### config.mk
export PLATFORM = sky130hd
export DESIGN_NAME = attribute_writer
export DESIGN_NICKNAME = d
export VERILOG_FILES = /design/src/rtl/attribute_writer.sv
export SDC_FILE = /design/constraint.sdc
export NUM_CORES = 1
export LEC_CHECK = 0
export BUFFER_PORTS_ARGS = -buffer_cell sky130_fd_sc_hd__buf_4
export CORE_ASPECT_RATIO = 0.5
export CORE_MARGIN = 2
export CORE_UTILIZATION = 55
export DETAILED_ROUTE_END_ITERATION = 7
export PLACE_DENSITY = 0.74
export SLEW_MARGIN = 15
export SYNTH_ARGS = -nofsm -noshare
export SYNTH_HDL_FRONTEND = slang
export SYNTH_SLANG_ARGS = --single-unit
### constraint.sdc
create_clock -name clock -period 4.7 [get_ports clock]
set_clock_uncertainty 0.2 [all_clocks]
set_input_delay 0.94 -clock clock [delete_from_list [all_inputs] [get_ports clock]]
set_output_delay 0.94 -clock clock [all_outputs]
set_load 0.01 [all_outputs]
### src/rtl/attribute_writer.sv
// rtl/attribute_writer.sv - serialises one XML attribute (name="value") into an ASCII stream
// Optional feature macro: ATTRIBUTE_WRITER_QUOTES_EN wraps the decimal value in double quotes.
`ifndef ATTRIBUTE_TYPE_BITES
`define ATTRIBUTE_TYPE_BITES 4
`endif
`ifndef CHAR_BITES
`define CHAR_BITES 8
`endif
`ifndef ATT_COLOR
`define ATT_COLOR    4'd1
`define ATT_SIZE     4'd2
`define ATT_WIDTH    4'd3
`define ATT_HEIGHT   4'd4
`define ATT_SRC      4'd5
`define ATT_HREF     4'd6
`define ATT_BG       4'd7
`define ATT_PADDING  4'd8
`define ATT_MARGIN   4'd9
`define ATT_BORDER   4'd10
`define ATT_POSITION 4'd11
`endif

module attribute_writer #(
   parameter int VAL_BITS = 16,
   parameter int DIGITS   = 5
) (
   input  logic                             clock,
   input  logic                             reset,
   input  logic                             start,
   input  logic [`ATTRIBUTE_TYPE_BITES-1:0] in_type,
   input  logic [VAL_BITS-1:0]              in_value,
   output logic [`CHAR_BITES-1:0]           char,
   output logic                             char_valid,
   input  logic                             char_ready,
   output logic                             busy,
   output logic                             has_finished,
   output logic                             bad_type
);
   localparam int CNT_W = $clog2(VAL_BITS + 1);
   localparam int PTR_W = (DIGITS > 1) ? $clog2(DIGITS) : 1;
   localparam int BCD_W = 4 * DIGITS;
`ifdef ATTRIBUTE_WRITER_QUOTES_EN
   localparam bit QUOTES = 1'b1;
`else
   localparam bit QUOTES = 1'b0;
`endif

   typedef enum logic [2:0] {
      ST_IDLE, ST_CONVERT, ST_NAME, ST_EQUALS, ST_OPEN_Q, ST_DIGITS, ST_CLOSE_Q, ST_DONE
   } state_t;

   // Names are right-justified in 80 bits; character i of an L-long name sits at byte L-1-i.
   function automatic logic [79:0] name_str(input logic [`ATTRIBUTE_TYPE_BITES-1:0] t);
      case (t)
         `ATT_COLOR:    name_str = 80'("color");
         `ATT_SIZE:     name_str = 80'("size");
         `ATT_WIDTH:    name_str = 80'("width");
         `ATT_HEIGHT:   name_str = 80'("height");
         `ATT_SRC:      name_str = 80'("src");
         `ATT_HREF:     name_str = 80'("href");
         `ATT_BG:       name_str = 80'("background");
         `ATT_PADDING:  name_str = 80'("padding");
         `ATT_MARGIN:   name_str = 80'("margin");
         `ATT_BORDER:   name_str = 80'("border");
         `ATT_POSITION: name_str = 80'("position");
         default:       name_str = '0;
      endcase
   endfunction

   function automatic logic [3:0] name_len(input logic [`ATTRIBUTE_TYPE_BITES-1:0] t);
      case (t)
         `ATT_COLOR, `ATT_WIDTH:                name_len = 4'd5;
         `ATT_SIZE, `ATT_HREF:                  name_len = 4'd4;
         `ATT_HEIGHT, `ATT_MARGIN, `ATT_BORDER: name_len = 4'd6;
         `ATT_SRC:                              name_len = 4'd3;
         `ATT_BG:                               name_len = 4'd10;
         `ATT_PADDING:                          name_len = 4'd7;
         `ATT_POSITION:                         name_len = 4'd8;
         default:                               name_len = 4'd0;
      endcase
   endfunction

   function automatic logic [BCD_W-1:0] dabble_adjust(input logic [BCD_W-1:0] b);
      dabble_adjust = b;
      for (int i = 0; i < DIGITS; i++) begin
         if (b[4*i +: 4] >= 4'd5) dabble_adjust[4*i +: 4] = b[4*i +: 4] + 4'd3;
      end
   endfunction

   state_t                            state, state_d;
   logic [`ATTRIBUTE_TYPE_BITES-1:0]  type_q;
   logic                              bad_q;
   logic [VAL_BITS-1:0]               bin_q;
   logic [BCD_W-1:0]                  bcd_q;
   logic [CNT_W-1:0]                  cnt_q;
   logic [PTR_W-1:0]                  ptr_q;
   logic [3:0]                        idx_q;
   logic [3:0]                        name_l;
   logic [3:0]                        name_rev;
   logic [79:0]                       name_shift;
   logic [BCD_W-1:0]                  bcd_shift;
   logic [PTR_W-1:0]                  msd;

   always_comb begin
      name_l     = name_len(type_q);
      name_rev   = name_l - 4'd1 - idx_q;
      name_shift = name_str(type_q) >> (8 * name_rev);
      bcd_shift  = bcd_q >> (4 * ptr_q);
      msd        = '0;
      for (int i = 0; i < DIGITS; i++) begin
         if (bcd_q[4*i +: 4] != 4'd0) msd = PTR_W'(i);
      end
   end

   always_ff @(posedge clock) begin
      if (reset) state <= ST_IDLE;
      else       state <= state_d;
   end

   always_comb begin
      state_d      = state;
      char         = '0;
      char_valid   = 1'b0;
      busy         = (state != ST_IDLE);
      has_finished = 1'b0;
      bad_type     = 1'b0;
      case (state)
         ST_IDLE: begin
            if (start) state_d = (name_len(in_type) != 4'd0) ? ST_CONVERT : ST_DONE;
         end
         ST_CONVERT: begin
            if (cnt_q == CNT_W'(VAL_BITS)) state_d = ST_NAME;
         end
         ST_NAME: begin
            char_valid = 1'b1;
            char       = `CHAR_BITES'(name_shift[7:0]);
            if (char_ready && idx_q == name_l - 4'd1) state_d = ST_EQUALS;
         end
         ST_EQUALS: begin
            char_valid = 1'b1;
            char       = `CHAR_BITES'(8'h3d);
            if (char_ready) state_d = QUOTES ? ST_OPEN_Q : ST_DIGITS;
         end
         ST_OPEN_Q: begin
            char_valid = 1'b1;
            char       = `CHAR_BITES'(8'h22);
            if (char_ready) state_d = ST_DIGITS;
         end
         ST_DIGITS: begin
            char_valid = 1'b1;
            char       = `CHAR_BITES'(8'h30 + {4'h0, bcd_shift[3:0]});
            if (char_ready && ptr_q == '0) state_d = QUOTES ? ST_CLOSE_Q : ST_DONE;
         end
         ST_CLOSE_Q: begin
            char_valid = 1'b1;
            char       = `CHAR_BITES'(8'h22);
            if (char_ready) state_d = ST_DONE;
         end
         ST_DONE: begin
            has_finished = 1'b1;
            bad_type     = bad_q;
            state_d      = ST_IDLE;
         end
         default: state_d = ST_IDLE;
      endcase
   end

   // Datapath: latch on start, shift-and-adjust during CONVERT, walk name/digit pointers on transfers.
   always_ff @(posedge clock) begin
      if (reset) begin
         type_q <= '0;
         bad_q  <= 1'b0;
         bin_q  <= '0;
         bcd_q  <= '0;
         cnt_q  <= '0;
         ptr_q  <= '0;
         idx_q  <= '0;
      end else begin
         case (state)
            ST_IDLE: begin
               if (start) begin
                  type_q <= in_type;
                  bad_q  <= (name_len(in_type) == 4'd0);
                  bin_q  <= in_value;
                  bcd_q  <= '0;
                  cnt_q  <= '0;
                  idx_q  <= '0;
               end
            end
            ST_CONVERT: begin
               if (cnt_q != CNT_W'(VAL_BITS)) begin
                  {bcd_q, bin_q} <= {dabble_adjust(bcd_q), bin_q} << 1;
                  cnt_q          <= cnt_q + 1'b1;
               end else begin
                  ptr_q <= msd;
               end
            end
            ST_NAME: begin
               if (char_ready) idx_q <= idx_q + 4'd1;
            end
            ST_DIGITS: begin
               if (char_ready && ptr_q != '0) ptr_q <= ptr_q - 1'b1;
            end
            default: ;
         endcase
      end
   end
endmodule

==> flow_summary_export.csv <==
group,metric,value,unit
timing,period_needed,4.38,ns
placement,place_area,0.00541,mm^2
clock_tree,clk_latency,0.35,ns
synthesis,ys_ff_latch,97,
clock_tree,clock_sinks,97,
detailed_routing,firstDrtPassIters,5,
global_routing,grt_pass1_vias,3984,
clock_tree,holdBufCountCts,0,
power,sw_frac_of_total,0.390,
floorplanning,core_region_area,0.00892,mm^2
clock_tree,htree_num_levels,3,
synthesis,async_flop_share,0,
timing,setup_slack,0.318,ns
power,p_leak,0.00229,uW
clock_tree,postCtsSetupBuffers,0,
global_routing,grtUsageTotal,0.239,
setup_path,path_cells,"inv_1 -> ha_1 -> fa_1 -> mux4_2 -> nand2_1 -> nand2_1 -> a31oi_1 -> o221ai_1 -> buf_4",
clock_tree,clk_pin_slew,0.07,ns
flow_run,max-cap-violations,0,
synthesis,yosysMostFrequentCell,"dfxtp_1",
status,status,"completed",
timing,worst_pin_slew,1.03,ns
setup_path,crit_cells,9,
hold_path,hold_path.class,"reg2reg",
synthesis,syn_area,0.00516,mm^2
setup_path,crit_path_max_fanout,15,
timing,relSlewSlack,0.311,
power,power_density,572,mW/mm^2
finish,insertedDiodeCount,0,
timing,final.period_utilization,0.932,
floorplanning,dieHeight,72.5,um
hold_path,hold_depth,2,
synthesis,yosysSeqAreaShare,0.376,
timing,finalSetupTns,0,ns
setup_path,critPathLaunchType,"flop",
global_routing,antenna_found_initial,0,
clock_tree,clk_path_buf_depth,2,
synthesis,yosys_most_used_dff,"dfxtp_1",
power,ir_drop,0.000239,V
global_routing,overflow,0,
global_routing,grt_max_degree,58,
floorplanning,fp.dieW,141,um
synthesis,syn_inst,606,
synthesis,netlist_top_cells_count,"dfxtp_1 (97), nand2_1 (77), nor2_1 (71)",
floorplanning,die-area,0.0102,mm^2
clock_tree,cts_tree,"yes",
placement,dp_slack,0.678,ns
timing,slew_violations,0,
power,netSwitchingPower,1280,uW
setup_path,critPathTopFamily,"adder cells",
floorplanning,std_cell_rows,24,
setup_path,crit_buf_inv,2,
finish,final_layout_size_suffix_gt1_frac,0.127,
setup_path,arrival,3.24,ns
synthesis,synth.area.top_cells,"dfxtp_1 (38%), ha_1 (6.8%), nand2_1 (5.6%), nor2_1 (5.2%), mux4_2 (4.4%)",
power,clkPwrFrac,0.235,
placement,hpwl,7900,um
timing,rsz0062_at_grt,"false",
timing,report.final.hold_viol_count,0,
finish,syn2layout_area_growth,11.0,%
synthesis,syn_nets,659,
clock_tree,cts_root_buf,"clkbuf_16",
synthesis,yosys.area.top_type,"dfxtp_1",
finish,final_area,0.00573,mm^2
placement,port-buffer-count,34,
synthesis,synth.top_cell.area_share,0.376,
power,internal_power,2000,uW
synthesis,yosysWarnings,0,
floorplanning,start_util,0.579,
setup_path,cp_slowest_stage_delay,0.97,ns
synthesis,syn_avg_cell_area,8.52,um^2
setup_path,rrSetupSlack,1.25,ns
finish,fill_cells,737,
detailed_routing,viasPerCell,5.81,
clock_tree,cts_inserted_buffers,9,
power,pwr-share-comb,0.413,
detailed_routing,drt_iter0_drc,339,
clock_tree,cts_resized,0,
setup_path,path_class,"reg2out",
setup_path,end_kind,"primary output",
setup_path,worst_path_most_repeated_cell,"nand2_1",
finish,final_core_util,0.643,
global_routing,grt_first_pass_wirelength,19400,um
timing,setup_viol,0,
setup_path,slowest_stage,"fa_1",
setup_path,critPathRequiredTime,3.56,ns
setup_path,rr_worst_depth,7,
detailed_routing,drt_wl_total,11500,um
floorplanning,io_pins,36,
timing,timing.fmax,0.228,GHz
detailed_routing,via_count,4306,
power,seqPwrFrac,0.352,
synthesis,yosysUniqueCellTypes,63,
detailed_routing,drt_drc_violations_left,0,
placement,place.gp.congestion,0.837,
finish,final_nets,672,
synthesis,synth_edf_count,0,
detailed_routing,ant_nets,0,
detailed_routing,wl_per_cell,15.6,um
## power groups by stage
stage                     clock network (uW)  logic (uW)  registers [uW]
after floorplan                            0        1100            1090
after global placement                     0        1320            1170
after detailed placement                   0        1340            1170
after CTS                                782        1350            1160
after global routing                     819        1520            1180
final                                    771        1350            1160
## final cells by class
cell class	count	area, um^2	share of cell area
flip-flops and latches	97	1940	0.339
clock buffers	10	239	0.0417
multi-input cells	439	2920	0.509
clock inverters	6	72.6	0.0127
repair buffers	39	293	0.0511
well taps	117	146	0.0255
inverters	33	124	0.0216
## placed cells by master, fill, tap and decap left out, types with 4 or more instances in the layout
master / instances
a21oi_1: 31
a22oi_1: 19
a311oi_1: 14
and2_1: 6
buf_4: 39
clkbuf_16: 9
dfxtp_1: 97
ha_1: 28
inv_1: 31
mux2i_1: 15
mux4_2: 10
nand2_1: 77
nand2b_1: 13
nand3_1: 14
nor2_1: 71
nor2b_1: 7
nor3_1: 9
o21ai_0: 34
o21ai_1: 6
o221ai_1: 4
o22ai_1: 6
o31ai_1: 5
or3_1: 4
xnor2_1: 10
xor2_1: 7
## final timing paths
check,start,endpoint
max,name_l[0]$_DFF_P_,char[0]
min,bin_q[15]$_SDFFE_PP0P_,bin_q[15]$_SDFFE_PP0P_
max reg2reg,state[1]$_SDFFE_PP0P_,flop
min reg2reg,bin_q[15]$_SDFFE_PP0P_,bin_q[15]$_SDFFE_PP0P_
## routing by layer
metal	vias up	share of wire	GRT usage
li1	2157	-	-
met1	2010	0.48	0.325
met4	0	0.010	0.0789
met5	-	0	0
met3	13	0.061	0.0673
met2	126	0.45	0.375
## metrics by stage
step | cells | hold WS, ns | power [uW]
2_1_floorplan | 606 | 0.237 | 2190
3_3_place_gp | 725 | 0.245 | 2490
3_5_place_dp | 725 | 0.254 | 2510
4_1_cts | 741 | 0.264 | 3280
5_1_grt | 741 | 0.288 | 3520
6_report | 741 | 0.264 | 3280
## worst reg2reg max path: stages, from the launching register on
cell	delay, ns
dfxtp_1	0.51
nor4b_4	0.72
mux2i_1	0.30
nor2_2	0.71
inv_2	0.33
ha_1	0.31
nand2_1	0.11
o221ai_2	0.11
## cells by family (layout without fill, tap and decap cells)
| kind of cell | after synthesis | after routing | share of synthesized area |
|---|---|---|---|
| AND/OR/NAND/NOR | 219 | 219 | 0.197 |
| AO/OA/AOI/OAI | 145 | 145 | 0.185 |
| flip-flops | 97 | 97 | 0.376 |
| buffers and inverters | 70 | 88 | 0.0618 |
| adder cells (fa/ha/maj) | 29 | 29 | 0.0717 |
| multiplexers | 28 | 28 | 0.0792 |
| XOR/XNOR | 17 | 17 | 0.0288 |
| other | 1 | 1 | 0.000726 |
No activity file was read; power rests on OpenSTA's default activity.
